[src/rtl/prog_mem_responder.sv]
// Program store for the quick CPU core: strobe-driven serial byte loader plus a
// 1-cycle-latency fetch port. Define PGM_CHECKSUM_EN to build the load checksum.
module prog_mem_responder #(
    parameter int unsigned ADDR_W    = 4,
    parameter logic [7:0]  FILL_BYTE = 8'h00
) (
    input  logic              clk,
    input  logic              rst_n,
    input  logic              load_en,
    input  logic              load_strobe,
    input  logic [7:0]        load_data,
    input  logic              fetch_req,
    input  logic [ADDR_W-1:0] fetch_addr,
    output logic              fetch_valid,
    output logic [7:0]        fetch_data,
    output logic [ADDR_W:0]   load_count,
    output logic              overflow,
    output logic [7:0]        checksum
);

    localparam int unsigned     DEPTH      = 2 ** ADDR_W;
    localparam logic [ADDR_W:0] FULL_COUNT = (ADDR_W + 1)'(DEPTH);

    typedef enum logic {
        ST_RUN  = 1'b0,
        ST_LOAD = 1'b1
    } state_t;

    state_t            state_q, state_d;
    logic              sync1_q, sync1_d;
    logic              sync2_q, sync2_d;
    logic              edge_q, edge_d;
    logic [7:0]        edge_data_q, edge_data_d;
    logic [ADDR_W:0]   load_count_q, load_count_d;
    logic              overflow_q, overflow_d;
    logic              fetch_valid_q, fetch_valid_d;
    logic [7:0]        fetch_data_q, fetch_data_d;
    logic [7:0]        mem_q [DEPTH];

    logic              accept_s;
    logic              full_s;
    logic              wr_en_s;
    logic              enter_load_s;
    logic              serve_s;
    logic              hit_s;

    // Strobe synchronizer and registered edge; data is latched on the detected edge
    always_comb begin
        sync1_d = load_strobe;
        sync2_d = sync1_q;
        edge_d  = sync1_q & ~sync2_q;
        if (sync1_q && !sync2_q) begin
            edge_data_d = load_data;
        end else begin
            edge_data_d = edge_data_q;
        end
    end

    // Load-side qualifiers: edges only count while LOAD is held with load_en high
    always_comb begin
        full_s       = (load_count_q == FULL_COUNT);
        accept_s     = edge_q && (state_q == ST_LOAD) && load_en;
        wr_en_s      = accept_s && !full_s;
        enter_load_s = (state_q == ST_RUN) && load_en;
    end

    // Mode FSM with load counter and sticky overflow
    always_comb begin
        state_d      = state_q;
        load_count_d = load_count_q;
        overflow_d   = overflow_q;
        case (state_q)
            ST_RUN: begin
                if (load_en) begin
                    state_d      = ST_LOAD;
                    load_count_d = '0;
                    overflow_d   = 1'b0;
                end else begin
                    state_d = ST_RUN;
                end
            end
            ST_LOAD: begin
                if (!load_en) begin
                    state_d = ST_RUN;
                end else if (accept_s && full_s) begin
                    overflow_d = 1'b1;
                end else if (wr_en_s) begin
                    load_count_d = load_count_q + {{ADDR_W{1'b0}}, 1'b1};
                end else begin
                    state_d = ST_LOAD;
                end
            end
            default: begin
                state_d = ST_RUN;
            end
        endcase
    end

    // Fetch port: compare on ADDR_W+1 bits so a full memory makes every address valid
    always_comb begin
        serve_s       = (state_q == ST_RUN) && !load_en && fetch_req;
        hit_s         = ({1'b0, fetch_addr} < load_count_q);
        fetch_valid_d = serve_s;
        if (serve_s && hit_s) begin
            fetch_data_d = mem_q[fetch_addr];
        end else if (serve_s) begin
            fetch_data_d = FILL_BYTE;
        end else begin
            fetch_data_d = fetch_data_q;
        end
    end

    // Control and output registers
    always_ff @(posedge clk or negedge rst_n) begin
        if (!rst_n) begin
            state_q       <= ST_RUN;
            sync1_q       <= 1'b0;
            sync2_q       <= 1'b0;
            edge_q        <= 1'b0;
            edge_data_q   <= 8'h00;
            load_count_q  <= '0;
            overflow_q    <= 1'b0;
            fetch_valid_q <= 1'b0;
            fetch_data_q  <= 8'h00;
        end else begin
            state_q       <= state_d;
            sync1_q       <= sync1_d;
            sync2_q       <= sync2_d;
            edge_q        <= edge_d;
            edge_data_q   <= edge_data_d;
            load_count_q  <= load_count_d;
            overflow_q    <= overflow_d;
            fetch_valid_q <= fetch_valid_d;
            fetch_data_q  <= fetch_data_d;
        end
    end

    // Storage array, deliberately not reset
    always_ff @(posedge clk) begin
        if (wr_en_s) begin
            mem_q[load_count_q[ADDR_W-1:0]] <= edge_data_q;
        end
    end

`ifdef PGM_CHECKSUM_EN
    logic [7:0] checksum_q, checksum_d;

    // Checksum clears on load entry and folds in only bytes actually written
    always_comb begin
        if (enter_load_s) begin
            checksum_d = 8'h00;
        end else if (wr_en_s) begin
            checksum_d = checksum_q ^ edge_data_q;
        end else begin
            checksum_d = checksum_q;
        end
    end

    // Checksum register
    always_ff @(posedge clk or negedge rst_n) begin
        if (!rst_n) begin
            checksum_q <= 8'h00;
        end else begin
            checksum_q <= checksum_d;
        end
    end

    assign checksum = checksum_q;
`else
    logic unused_s;
    assign unused_s = enter_load_s;
    assign checksum = 8'h00;
`endif

    assign fetch_valid = fetch_valid_q;
    assign fetch_data  = fetch_data_q;
    assign load_count  = load_count_q;
    assign overflow    = overflow_q;

endmodule

[config.mk]
export PLATFORM = sky130hd
export DESIGN_NAME = prog_mem_responder
export DESIGN_NICKNAME = d
export VERILOG_FILES = /design/src/rtl/prog_mem_responder.sv
export SDC_FILE = /design/constraint.sdc
export NUM_CORES = 1
export LEC_CHECK = 0
export BUFFER_PORTS_ARGS = -buffer_cell sky130_fd_sc_hd__buf_2
export CAP_MARGIN = 15
export CELL_PAD_IN_SITES_DETAIL_PLACEMENT = 0
export CELL_PAD_IN_SITES_GLOBAL_PLACEMENT = 1
export CORE_ASPECT_RATIO = 1.25
export CORE_MARGIN = 2
export CORE_UTILIZATION = 30
export DETAILED_ROUTE_END_ITERATION = 12
export MAX_ROUTING_LAYER = met4
export PLACE_DENSITY_LB_ADDON = 0.1
export REMOVE_ABC_BUFFERS = 1
export SYNTH_ARGS = -nofsm -noshare
export SYNTH_HDL_FRONTEND = slang
export SYNTH_SLANG_ARGS = --single-unit
[constraint.sdc]
create_clock -name clk -period 4.3 [get_ports clk]
set_input_delay 0.86 -clock clk [delete_from_list [all_inputs] [get_ports clk]]
set_output_delay 0.86 -clock clk [all_outputs]
set_load 0.005 [all_outputs]
; ---- Yosys cells after proc, flatten, opt, wreduce, memory -nomap -nowiden
; Memory sizes are Yosys's and may differ from the RTL's.
; Cells that the tools add are included.
[totals]
ramBits = 128
word_cells = 49
register_bits = 27
mem_count = 1
[classes]
n_reduce_logical = 14
magnitude_cmp = 1
bitwise_logic = 3
n_eq_ne = 6
addsub = 1
n_mux = 14
[memory_table]
columns = name, words, word_bits, read_ports, rd_clocked_by_memory_dff, wr, line
row1 = mem_q, 16, 8, 1, 0, 1, 38  ; logic [7:0] mem_q [DEPTH];
[op_table]
columns = op, count
row1 = 5-bit 2-to-1 mux, 4
row2 = 8-bit 2-to-1 mux, 2
row3 = 5-bit case mux with 2 select lines, 1
row4 = 1-bit logical AND, 8
row5 = 1-bit 2-to-1 mux, 6
row6 = 2-bit inequality test (second input constant), 3
row7 = 5-bit by 1-bit adder with 5-bit output (second input constant), 1
row8 = 5-bit equality test (second input constant), 1
row9 = 4-bit by 5-bit less-than comparator with 1-bit output, 1
row10 = 2-bit by 1-bit inequality test with 1-bit output (second input constant), 2
row11 = 4-bit AND reduction, 1
row12 = 1-bit zero test, 3
row13 = 3-bit AND reduction, 1
row14 = 1-bit NOT, 2
row15 = 1-bit case mux with 2 select lines, 1
row16 = 2-bit nonzero test, 1
row17 = 1-bit AND, 1

; ---- Depth between registers and ports, before layout
; Gate-level depths: netlist (run 1).
[logic_depth]
ltp_word = 7
ltp_mapped = 7
ltp_nobuf = 7

; ---- Worst setup path after synthesis (run 1)
; OpenSTA, ideal clock, no wires.
[synth_path]
kind = in2reg
start = in load_en
end = mem mem_q[3][0] (enable)
t_arrival_ns = 1.914
slack_ns = 2.054
stages = 4
setup_ns = 0.332
path_cell_list = clkbuf_1 -> nand3_1 -> nor4_1 -> and2_1
[synth_between]
elab_chain_cells = 4
[synth_rtl]
columns = element, line
row1 = "start, declared", 9  ; input logic load_en,
row2 = 1-bit logical AND, 62  ; accept_s = edge_q && (state_q == ST_LOAD) && load_en;
row3 = 1-bit logical AND, 63  ; wr_en_s = accept_s && !full_s;
row4 = 1-bit 2-to-1 mux, 140  ; if (wr_en_s) begin
row5 = 1-bit 2-to-1 mux (implied by the code), 141  ; mem_q[load_count_q[ADDR_W-1:0]] <= edge_data_q;
row6 = "end, declared", 38
; No other way between the ends.

; ---- Final worst setup path (run 1)
[layout_path]
start = in fetch_addr[0]
end = reg fetch_data_q[7] (netlist: fetch_data[7])
[layout_between]
elab_chain_cells = 3
elab_cells_between_ends = 5
[layout_rtl]
columns = element, line
row1 = "start, declared", 13  ; input logic [ADDR_W-1:0] fetch_addr,
row2 = 4-bit by 5-bit less-than comparator with 1-bit output, 102  ; hit_s = ({1'b0, fetch_addr} < load_count_q);
row3 = 1-bit logical AND, 104  ; if (serve_s && hit_s) begin
row4 = 8-bit 2-to-1 mux or 2-bit nonzero test (tied branches), -
row5 = "end signal, assigned", 134  ; fetch_data_q <= fetch_data_d;
row6 = "end, declared", 37  ; logic [7:0] fetch_data_q, fetch_data_d;
; Several ways; a longest one is shown, not always the timed one.
; A chain may end at the register's enable or synchronous reset.

==> results of run 1 <==
[cell families (layout without fill, tap and decap cells)]
family	Yosys count	in the layout
AOI/OAI and AO/OA	31	31
xor gates and xnor gates	3	3
adders and majority gates	7	7
buffers and inverters	27	73
DFF	155	155
muxes	42	42
other	1	8
and+or+nand+nor	50	50
[power groups by stage]
stage,clock (mW),sequential [mW],combinational (mW)
after CTS,1.46,1.76,0.148
after detailed placement,0,1.79,0.148
final,1.43,1.76,0.143
after global routing,1.52,1.77,0.160
after floorplan,0,1.76,0.0792
after global placement,0,1.79,0.147
[layout make-up]
class / count / area (µm²)
fill: 1998 / 13500
multi-input combinational: 141 / 1560
sequential: 155 / 4520
timing repair buffer: 34 / 178
tap: 274 / 343
inverter: 7 / 26.3
clock buffer: 17 / 425
clock inverter: 15 / 138
[flip-flops by register name, summed over array words and instances (netlist names)]
register and flops:
mem_q 128, edge_data_q 8, fetch_data 8, load_count 5, edge_q 1, fetch_valid 1
overflow 1, state_q 1, sync1_q 1, sync2_q 1
[routing by layer]
layer  global-route usage [%]  wire, µm
met5                        -         0
met4                     5.51       237
met3                     2.44       347
met2                     22.3      6790
met1                     16.3      6100
[path summary, 6_finish.rpt]
path,slack (ns),endpoint,cells past startpoint,from
worst min-delay path,0.37,sync2_q$_DFF_PN0_,0,sync1_q$_DFF_PN0_
worst max-delay path,1.81,fetch_data[7]$_DFFE_PN0P_,6,fetch_addr[0]
worst min register to register,0.37,sync2_q$_DFF_PN0_,0,sync1_q$_DFF_PN0_
worst max register to register,1.87,mem_q[2][5]$_DFFE_PP_,5,load_count[0]$_DFFE_PN0P_
max in group asynchronous,3.36,fetch_data[6]$_DFFE_PN0P_,1,rst_n
min in group asynchronous,0.48,edge_data_q[4]$_DFFE_PN0P_,1,rst_n
[per-stage QoR]
stage	utilization (%)	area, µm²	setup WS, ns
detailed placement	32.1	6630	1.31
finish	34.8	7190	1.81
global placement	32.1	6630	1.34
CTS	34.8	7190	1.75
floorplan	-	6110	2.30
global route	34.8	7190	1.67
[placed cells by master, fill, tap and decap left out, drive strengths merged, types with 4 or more instances in the layout]
cell type and count:
conb 8, edfxtp 128, buf 34, a22o 9, nor2b 4, dfrtp 27
nor3 4, nor2 8, and2 17, mux4 32, inv 12, nand2 9
clkbuf 17, clkinv 6, ha 7, mux2 9, a22oi 14
==> metrics.md, run 1 <==
| Metric | Value |
|---|---|
| Outcome | `complete, no violations` |
| Die W | `about 130 µm` |
| FMAX | `between 0.4 and 0.5 GHz` |
| Worst min path class | `flip-flop to flip-flop` |
| Async set-reset flop share out of synthesis | `17.4%` |
| Ranking of synthesized cells by area | `edfxtp_1, dfrtp_1, mux4_1, mux4_2, a22oi_1` |
| Crit path DAT | `about 2.8 ns` |
| Placer Congestion | `0.700` |
| TNS Setup | `0 ns` |
| Period utilization | `approximately 58%` |
| CP max-delay cell | `buf_2` |
| Power per cell area | `between 400 and 500 nW/µm²` |
| P_int | `approximately 2.6 mW` |
| Diodes inserted | `0` |
| Core area | `between 20000 and 25000 µm²` |
| Worst EP required | `4.61 ns` |
| Clock power share | `roughly 43%` |
| Wirelength per Cell | `21.0 µm` |
| Critical-path maximum fanout | `20` |
| Number of synthesized flops with an enable pin | `128` |
| GRT overflow | `0` |
| Cell with the most instances after synthesis | `edfxtp_1` |
| Max-slew violations | `0` |
| Post-Synth Simple-Gate Area | `under 10%` |
| Largest net degree at the start of global routing | `28` |
| Worst Max-Slew Pin Slew | `about 0.9 ns` |
| # nets final | `380` |
| Syn Inst Count | `between 300 and 400` |
| Top FF cell, synth | `edfxtp_1` |
| CTS H-tree depth | `4` |
| Post-CTS Hold Buffers | `0` |
| Post-Route Skew | `about 0.010 ns` |
| Largest area contributor in the netlist | `edfxtp_1` |
| Clk_lat worst skew | `between 0.4 and 0.5 ns` |
| Ports | `40` |
| Crit-path leading delay family | `buffers and inverters` |
| Mapped cell area | `6250 µm²` |
| Setup crit end kind | `flip-flop` |
| Worst setup path class | `input port to flip-flop` |
| Endpoints failing setup | `0` |
| First-pass GRT wire length | `slightly above 20000 µm` |
| Setup Buffers After CTS | `0` |
| Sequential share of power | `between 50% and 60%` |
| Die footprint | `roughly 22000 µm²` |
| Hpwl dp | `9090 µm` |
| Startpoint type of the worst setup path | `input port` |
| Clk slew on worst S/H paths | `0.06 ns` |
| Adder-Cell Fraction of Synth Area | `roughly 1.4%` |
| Starting DRT DRC Count | `250` |
| Drt pass-1 iters | `4` |
| Share of cells above drive strength 1 | `24.4%` |
| Sw Pwr | `~0.77 mW` |
| Compound-Gate Fraction of Synth Area | `between 3 and 4%` |
| Combinational share of power | `about 4.3%` |
| Hold WS | `between 0.3 and 0.4 ns` |
| Clock tree sinks | `155` |
| Detail Route Antenna Nets | `0` |
| Root buf cell | `clkbuf_16` |
| Crit-path cells | `buf_2 -> buf_4 -> mux4_1 -> a22oi_1 -> nand2_1 -> a22o_1` |
| Main combinational cell family by area after synthesis | `multiplexers` |
| Final std cells w/o fill | `between 600 and 700` |
| Slew headroom | `between 30 and 40%` |
| Area Overhead vs Synth | `15.0%` |
| Leak | `around 2.5 nW` |
| VDD IR max | `0.259 mV` |
| WL final | `approximately 13000 µm` |
| Endpoints failing hold | `0` |
| Starting density of the core | `30.3%` |
| Worst path bufs/invs | `2` |
| YS warnings | `0` |
| Vias per cell | `about 4.6` |
| XOR/XNOR Fraction of Synth Area | `less than 1%` |
| # port buffers | `31` |
| FF+latch count, synth | `around 160` |
| Synth unique cells | `35` |
| Sw frac | `a little under a quarter` |
| Post-synth top cells | `edfxtp_1, dfrtp_1, mux4_1` |
| Worst path max stage delay | `0.57 ns` |
| Minimum clock period | `roughly 2.5 ns` |
| Vias in the first global route | `about 3200` |
| Mux cell area share after synthesis | `14.4%` |
| Dpl cells | `between 600 and 700` |
| Power, Total | `about 3.3 mW` |
| Max Cap Viol | `0` |
| TritonCTS clock tree | `yes` |
| GRT Total Usage | `13.4%` |
| DRC viols | `0` |
| Initial antenna violation count | `0` |
| Top-area cell type share of the netlist area | `between 60% and 70%` |
| Row count | `slightly below 60` |
| Sequential-to-total area share from yosys stat | `between 70% and 80%` |
| PostCTS Resize Cnt | `0` |
| Clock tree buffer depth | `2` |
| Post-Syn Area per Cell | `about 20 µm²` |
| Vias | `2941` |
| Die Span Y | `165 µm` |
| TritonCTS buffer count | `17` |
| Unrepaired setup endpoints after global routing | `false` |
Power figures use the tool's default switching activity.
==> run 2, diff against run 1 <==
- clock period: 4.3 -> 2.2 ns (I/O delays scaled with it)
==> run 2 against run 1 <==
Final cell count increased by 3.9%. Global-route usage up 0.44 points. Critical path depth increased by 1. Sequential share of layout area fell by 2.1 points. Flip-flop and latch count did not move. Core utilization is 1.2 points higher. Largest cell class unchanged. Largest power group unchanged. Highest routed layer unchanged.
==> metrics.md, run 2 (synthesized netlist as in run 1, its figures left out) <==
| Metric | Value |
|---|---|
| Outcome | `complete, no violations (unchanged)` |
| Drt pass-1 iters | `4 (unchanged)` |
| Clock tree buffer depth | `2 (unchanged)` |
| Power per cell area | `894 nW/µm² (was 464 nW/µm²)` |
| Slew headroom | `45.7% (was 39.6%)` |
| Crit path top cell by count | `buf_4` |
| Startpoint type of the worst setup path | `flip-flop (was input port)` |
| Crit. Startpoint | `load_count[1]$_DFFE_PN0P_ (was fetch_addr[0])` |
| Clk slew on worst S/H paths | `0.06 ns (about the same)` |
| Critical-path maximum fanout | `8 (was 20)` |
| TNS Setup | `0 ns (unchanged)` |
| WL final | `13700 µm (was 13500 µm)` |
| Worst path max stage delay | `0.41 ns (was 0.57 ns)` |
| DRC viols | `0 (unchanged)` |
| Register area | `4520 µm² (unchanged)` |
| Worst Max-Slew Pin Slew | `0.814 ns (was 0.904 ns)` |
| Setup Buffers After CTS | `0 (unchanged)` |
| CTS H-tree depth | `4 (unchanged)` |
| Largest register FFs | `128 (unchanged)` |
| Endpoints failing hold | `0 (unchanged)` |
| PostCTS Resize Cnt | `0 (unchanged)` |
| TritonCTS clock tree | `yes (unchanged)` |
| Crit path DAT | `2.07 ns (was 2.80 ns)` |
| Placer Congestion | `0.726 (was 0.700)` |
| Most frequent cells in the layout | `edfxtp_1, buf_2, dfrtp_1 (unchanged)` |
| Crit-path leading delay family | `simple AND/OR/NAND/NOR gates (was buffers and inverters)` |
| Wirelength per Cell | `20.6 µm (was 21.0 µm)` |
| Final worst-path setup slack | `0.252 ns (was 1.81 ns)` |
| Clk_lat worst skew | `0.42 ns (was 0.43 ns)` |
| GRT overflow | `0 (unchanged)` |
| Max Cap Viol | `0 (unchanged)` |
| VDD IR max | `0.462 mV (was 0.259 mV)` |
| Largest net degree at the start of global routing | `28 (unchanged)` |
| Die Span Y | `165 µm (unchanged)` |
| Minimum clock period | `1.95 ns` |
| Worst path bufs/invs | `3 (was 2)` |
| Die W | `133 µm (unchanged)` |
| Post-CTS Hold Buffers | `0 (unchanged)` |
| Diodes inserted | `0 (unchanged)` |
| Vias in the first global route | `3261 (was 3175)` |
| Worst reg2reg endpoint | `mem_q[3][5]$_DFFE_PP_ (was mem_q[2][5]$_DFFE_PP_)` |
| R2R setup slack | `0.25 ns (was 1.87 ns)` |
| Crit-path cells | `inv_1 -> ha_1 -> and4bb_2 -> nor4_1 -> buf_4 -> and2_1 -> buf_4 (was buf_2 -> buf_4 -> mux4_1 -> a22oi_1 -> nand2_1 -> a22o_1)` |
| Post-Route Skew | `0.00613 ns (was 0.0101 ns)` |
| Worst EP required | `2.32 ns (was 4.61 ns)` |
| Period utilization | `between 80% and 90%` |
| Core area | `20700 µm² (unchanged)` |
| Clock tree sinks | `155 (unchanged)` |
| CP max-delay cell | `dfrtp_1 (was buf_2)` |
| TritonCTS buffer count | `17 (unchanged)` |
| Worst r2r src | `load_count[1]$_DFFE_PN0P_ (was load_count[0]$_DFFE_PN0P_)` |
| Unrepaired setup endpoints after global routing | `false (unchanged)` |
| Worst setup path class | `flip-flop to flip-flop (was input port to flip-flop)` |
| Starting density of the core | `30.3% (unchanged)` |
| GRT Total Usage | `13.8% (was 13.4%)` |
| Endpoints failing setup | `0 (unchanged)` |
| Setup crit end kind | `flip-flop (unchanged)` |
| Initial antenna violation count | `0 (unchanged)` |
| Area Overhead vs Synth | `19.0% (was 15.0%)` |
| First-pass GRT wire length | `21000 µm (was 20400 µm)` |
| Commonest non-fill, non-tap cell in the layout | `edfxtp_1 (unchanged)` |
| Root buf cell | `clkbuf_16 (unchanged)` |
| Area occupied by multi-input gates | `1560 µm² (unchanged)` |
| # nets final | `405 (was 380)` |
| FMAX | `around 0.51 GHz` |
| Worst min path class | `input port to asynchronous set/reset pin (was flip-flop to flip-flop)` |
| Detail Route Antenna Nets | `0 (unchanged)` |
| Setup WS pre-CTS | `0.0370 ns (was 1.31 ns)` |
| # port buffers | `31 (unchanged)` |
| R2R depth | `7 (was 5)` |
| Hpwl dp | `9240 µm (was 9090 µm)` |
| Row count | `59 (unchanged)` |
| Fillers | `1975 (was 1998)` |
| Vias per cell | `4.56 (was 4.57)` |
| Ports | `40 (unchanged)` |
| Share of cells above drive strength 1 | `29.4% (was 24.4%)` |
| Power, Total | `6.65 mW (was 3.33 mW)` |
| Starting DRT DRC Count | `184 (was 250)` |
| Die footprint | `22000 µm² (unchanged)` |
| Hold WS | `0.115 ns (was 0.365 ns)` |
| Leak | `2.71 nW (was 2.55 nW)` |
| Vias | `3046 (was 2941)` |
| Post-route cell area | `7440 µm² (was 7190 µm²)` |
| Max-slew violations | `0 (unchanged)` |
| Cell Area, Placed | `6850 µm² (was 6630 µm²)` |
run 2: through the flow:
step | cells | utilization, %
4_1_cts | 668 | 36.0
3_3_place_gp | 636 | 33.2
5_1_grt | 668 | 36.0
2_1_floorplan | 303 | -
3_5_place_dp | 636 | 33.2
6_report | 668 | 36.0
run 2: worst max-delay path by stage:
stage,to,slack (ns),cells after the start
2_1_floorplan,mem_q[3][0]$_DFFE_PP_,0.29,5
3_3_place_gp,fetch_data[1]$_DFFE_PN0P_,-0.005,6
3_5_place_dp,fetch_data[1]$_DFFE_PN0P_,0.04,6
4_1_cts,mem_q[3][5]$_DFFE_PP_,0.21,7
5_1_grt,mem_q[3][5]$_DFFE_PP_,0.11,7
6_report,mem_q[3][5]$_DFFE_PP_,0.25,7
run 2: report_power, final:
group          internal [mW]  switching, mW
Combinational          0.156          0.154
Clock                   1.70           1.22
Sequential              3.31          0.120
run 2: routing by layer:
| layer | share of wire, % | track usage [%] | up-vias |
|---|---|---|---|
| met3 | 2.2 | 3.08 | 14 |
| met5 | 0 | - | - |
| met4 | 1.2 | 4.64 | 0 |
| li1 | - | - | 1393 |
| met2 | 51 | 23.4 | 41 |
| met1 | 46 | 16.6 | 1598 |
run 2: final cells by class:
cell class,count,share of cell area (%)
sequential,155,60.7
multi-input combinational,141,21.0
clock buffer,18,5.77
timing repair buffer,59,5.41
tap,274,4.61
clock inverter,14,2.15
inverter,7,0.353
==> run 3, diff against run 2 <==
- RECOVER_POWER: not set -> 50
==> run 3 against run 2 <==
The run now ends with max-capacitance violations, max-slew violations left. Register-to-register slack about the same. Combinational power about the same. Clock power about the same. Highest routed layer unchanged.
==> metrics.md, run 3 (synthesized netlist as in run 1, its figures left out) <==
| Metric | Value |
|---|---|
| Fillers | `1977 (was 1975)` |
| Share of cells above drive strength 1 | `28.4% (was 29.4%)` |
| Minimum clock period | `1.95 ns (about the same)` |
| VDD IR max | `0.462 mV (unchanged)` |
| Unrepaired setup endpoints after global routing | `false (unchanged)` |
| Period utilization | `88.5% (about the same)` |
| Wirelength per Cell | `20.6 µm (about the same)` |
| GRT Total Usage | `13.8% (unchanged)` |
| Clk_lat worst skew | `0.42 ns (about the same)` |
| Worst setup path class | `flip-flop to flip-flop (unchanged)` |
| Initial antenna violation count | `0 (unchanged)` |
| Area Overhead vs Synth | `18.8% (was 19.0%)` |
| Max-slew violations | `28 (was 0)` |
| Commonest non-fill, non-tap cell in the layout | `edfxtp_1 (unchanged)` |
| Leak | `2.70 nW (was 2.71 nW)` |
| # nets final | `405 (unchanged)` |
| Worst EP required | `2.32 ns (about the same)` |
| Worst Max-Slew Pin Slew | `2.00 ns (was 0.814 ns)` |
| Final worst-path setup slack | `0.253 ns (was 0.252 ns)` |
| Most frequent cells in the layout | `edfxtp_1, buf_2, dfrtp_1 (unchanged)` |
| Slew headroom | `-33.3% (was 45.7%)` |
| Detail Route Antenna Nets | `0 (unchanged)` |
| Setup WS pre-CTS | `0.0370 ns (unchanged)` |
| TritonCTS clock tree | `yes (unchanged)` |
| Endpoints failing setup | `0 (unchanged)` |
| GRT overflow | `0 (unchanged)` |
| Clk slew on worst S/H paths | `0.06 ns (about the same)` |
| Die W | `133 µm (unchanged)` |
| Critical-path maximum fanout | `8 (unchanged)` |
| Worst path max stage delay | `0.41 ns (about the same)` |
| Post-Route Skew | `0.00612 ns (was 0.00613 ns)` |
| TritonCTS buffer count | `17 (unchanged)` |
| Outcome | `finished with violations (was complete, no violations)` |
| Max Cap Viol | `1 (was 0)` |
| TNS Setup | `0 ns (unchanged)` |
| Die footprint | `22000 µm² (unchanged)` |
| Clock tree sinks | `155 (unchanged)` |
| CP max-delay cell | `dfrtp_1 (unchanged)` |
| Vias | `3044 (was 3046)` |
| Root buf cell | `clkbuf_16 (unchanged)` |
| Die Span Y | `165 µm (unchanged)` |
| Largest register FFs | `128 (unchanged)` |
| Worst path bufs/invs | `3 (unchanged)` |
| Setup crit end kind | `flip-flop (unchanged)` |
| Cell Area, Placed | `6850 µm² (unchanged)` |
| Ports | `40 (unchanged)` |
| Startpoint type of the worst setup path | `flip-flop (unchanged)` |
| Crit path top cell by count | `buf_4 (unchanged)` |
| Post-route cell area | `7430 µm² (was 7440 µm²)` |
| Drt pass-1 iters | `4 (unchanged)` |
| Vias in the first global route | `3261 (unchanged)` |
| First-pass GRT wire length | `21000 µm (unchanged)` |
| WL final | `13800 µm (was 13700 µm)` |
| Crit path DAT | `2.07 ns (about the same)` |
| Worst min path class | `input port to flip-flop (was input port to asynchronous set/reset pin)` |
| Setup Buffers After CTS | `0 (unchanged)` |
| Power per cell area | `894 nW/µm² (about the same)` |
| Violated checks | `max-capacitance violations, max-slew violations` |
| Clock tree buffer depth | `2 (unchanged)` |
| Crit-path cells | `inv_1 -> ha_1 -> and4bb_2 -> nor4_1 -> buf_4 -> and2_1 -> buf_4 (unchanged)` |
| Hpwl dp | `9240 µm (unchanged)` |
| Endpoints failing hold | `0 (unchanged)` |
| Starting density of the core | `30.3% (unchanged)` |
| Vias per cell | `4.56 (about the same)` |
| CTS H-tree depth | `4 (unchanged)` |
| # port buffers | `31 (unchanged)` |
| PostCTS Resize Cnt | `0 (unchanged)` |
| Starting DRT DRC Count | `186 (was 184)` |
| Diodes inserted | `0 (unchanged)` |
| Crit-path leading delay family | `simple AND/OR/NAND/NOR gates (unchanged)` |
| Row count | `59 (unchanged)` |
| Largest net degree at the start of global routing | `28 (unchanged)` |
| Power, Total | `6.65 mW (about the same)` |
| Placer Congestion | `0.726 (unchanged)` |
| FMAX | `0.514 GHz (was 0.513 GHz)` |
| DRC viols | `0 (unchanged)` |
| Post-CTS Hold Buffers | `0 (unchanged)` |
| Core area | `20700 µm² (unchanged)` |
## run 3: metal layers
metal	up-vias	GRT usage, %	share of wire (%)
met4	0	4.64	1.2
met3	14	3.08	2.2
met1	1596	16.6	46
met2	41	23.4	51
met5	-	-	0
li1	1393	-	-
## run 3: power breakdown
group / internal (mW) / switching, mW / leakage [nW] / total [mW]
sequential: 3.31 / 0.120 / 1.50 / 3.43
combinational: 0.154 / 0.155 / 0.914 / 0.309
clock: 1.70 / 1.22 / 0.286 / 2.91
## run 3: final cells by class
type / count / area, µm² / share of cell area (%)
clock buffers: 18 / 429 / 5.77
well taps: 274 / 343 / 4.61
clock inverters: 14 / 160 / 2.15
repair buffers: 59 / 393 / 5.29
flip-flops and latches: 155 / 4520 / 60.8
inverters: 7 / 26.3 / 0.354
multi-input cells: 141 / 1560 / 21.0
## run 3: worst paths after layout
kind	to	slack (ns)	depth (start not counted)	startpoint
worst max-delay path	mem_q[3][5]$_DFFE_PP_	0.25	7	load_count[1]$_DFFE_PN0P_
worst min-delay path	sync1_q$_DFF_PN0_	0.13	1	load_strobe
worst max register to register	mem_q[3][5]$_DFFE_PP_	0.25	7	load_count[1]$_DFFE_PN0P_
worst min register to register	sync2_q$_DFF_PN0_	0.37	0	sync1_q$_DFF_PN0_
max in group asynchronous	fetch_data[5]$_DFFE_PN0P_	0.46	1	rst_n
min in group asynchronous	sync1_q$_DFF_PN0_	0.59	1	rst_n
## run 3: per-stage QoR
step | hold WS, ns | instances | utilization [%]
2_1_floorplan | 0.144 | 303 | -
5_1_grt | 0.106 | 668 | 36.0
3_3_place_gp | 0.354 | 636 | 33.2
4_1_cts | 0.107 | 668 | 36.0
6_report | 0.129 | 668 | 36.0
3_5_place_dp | 0.359 | 636 | 33.2
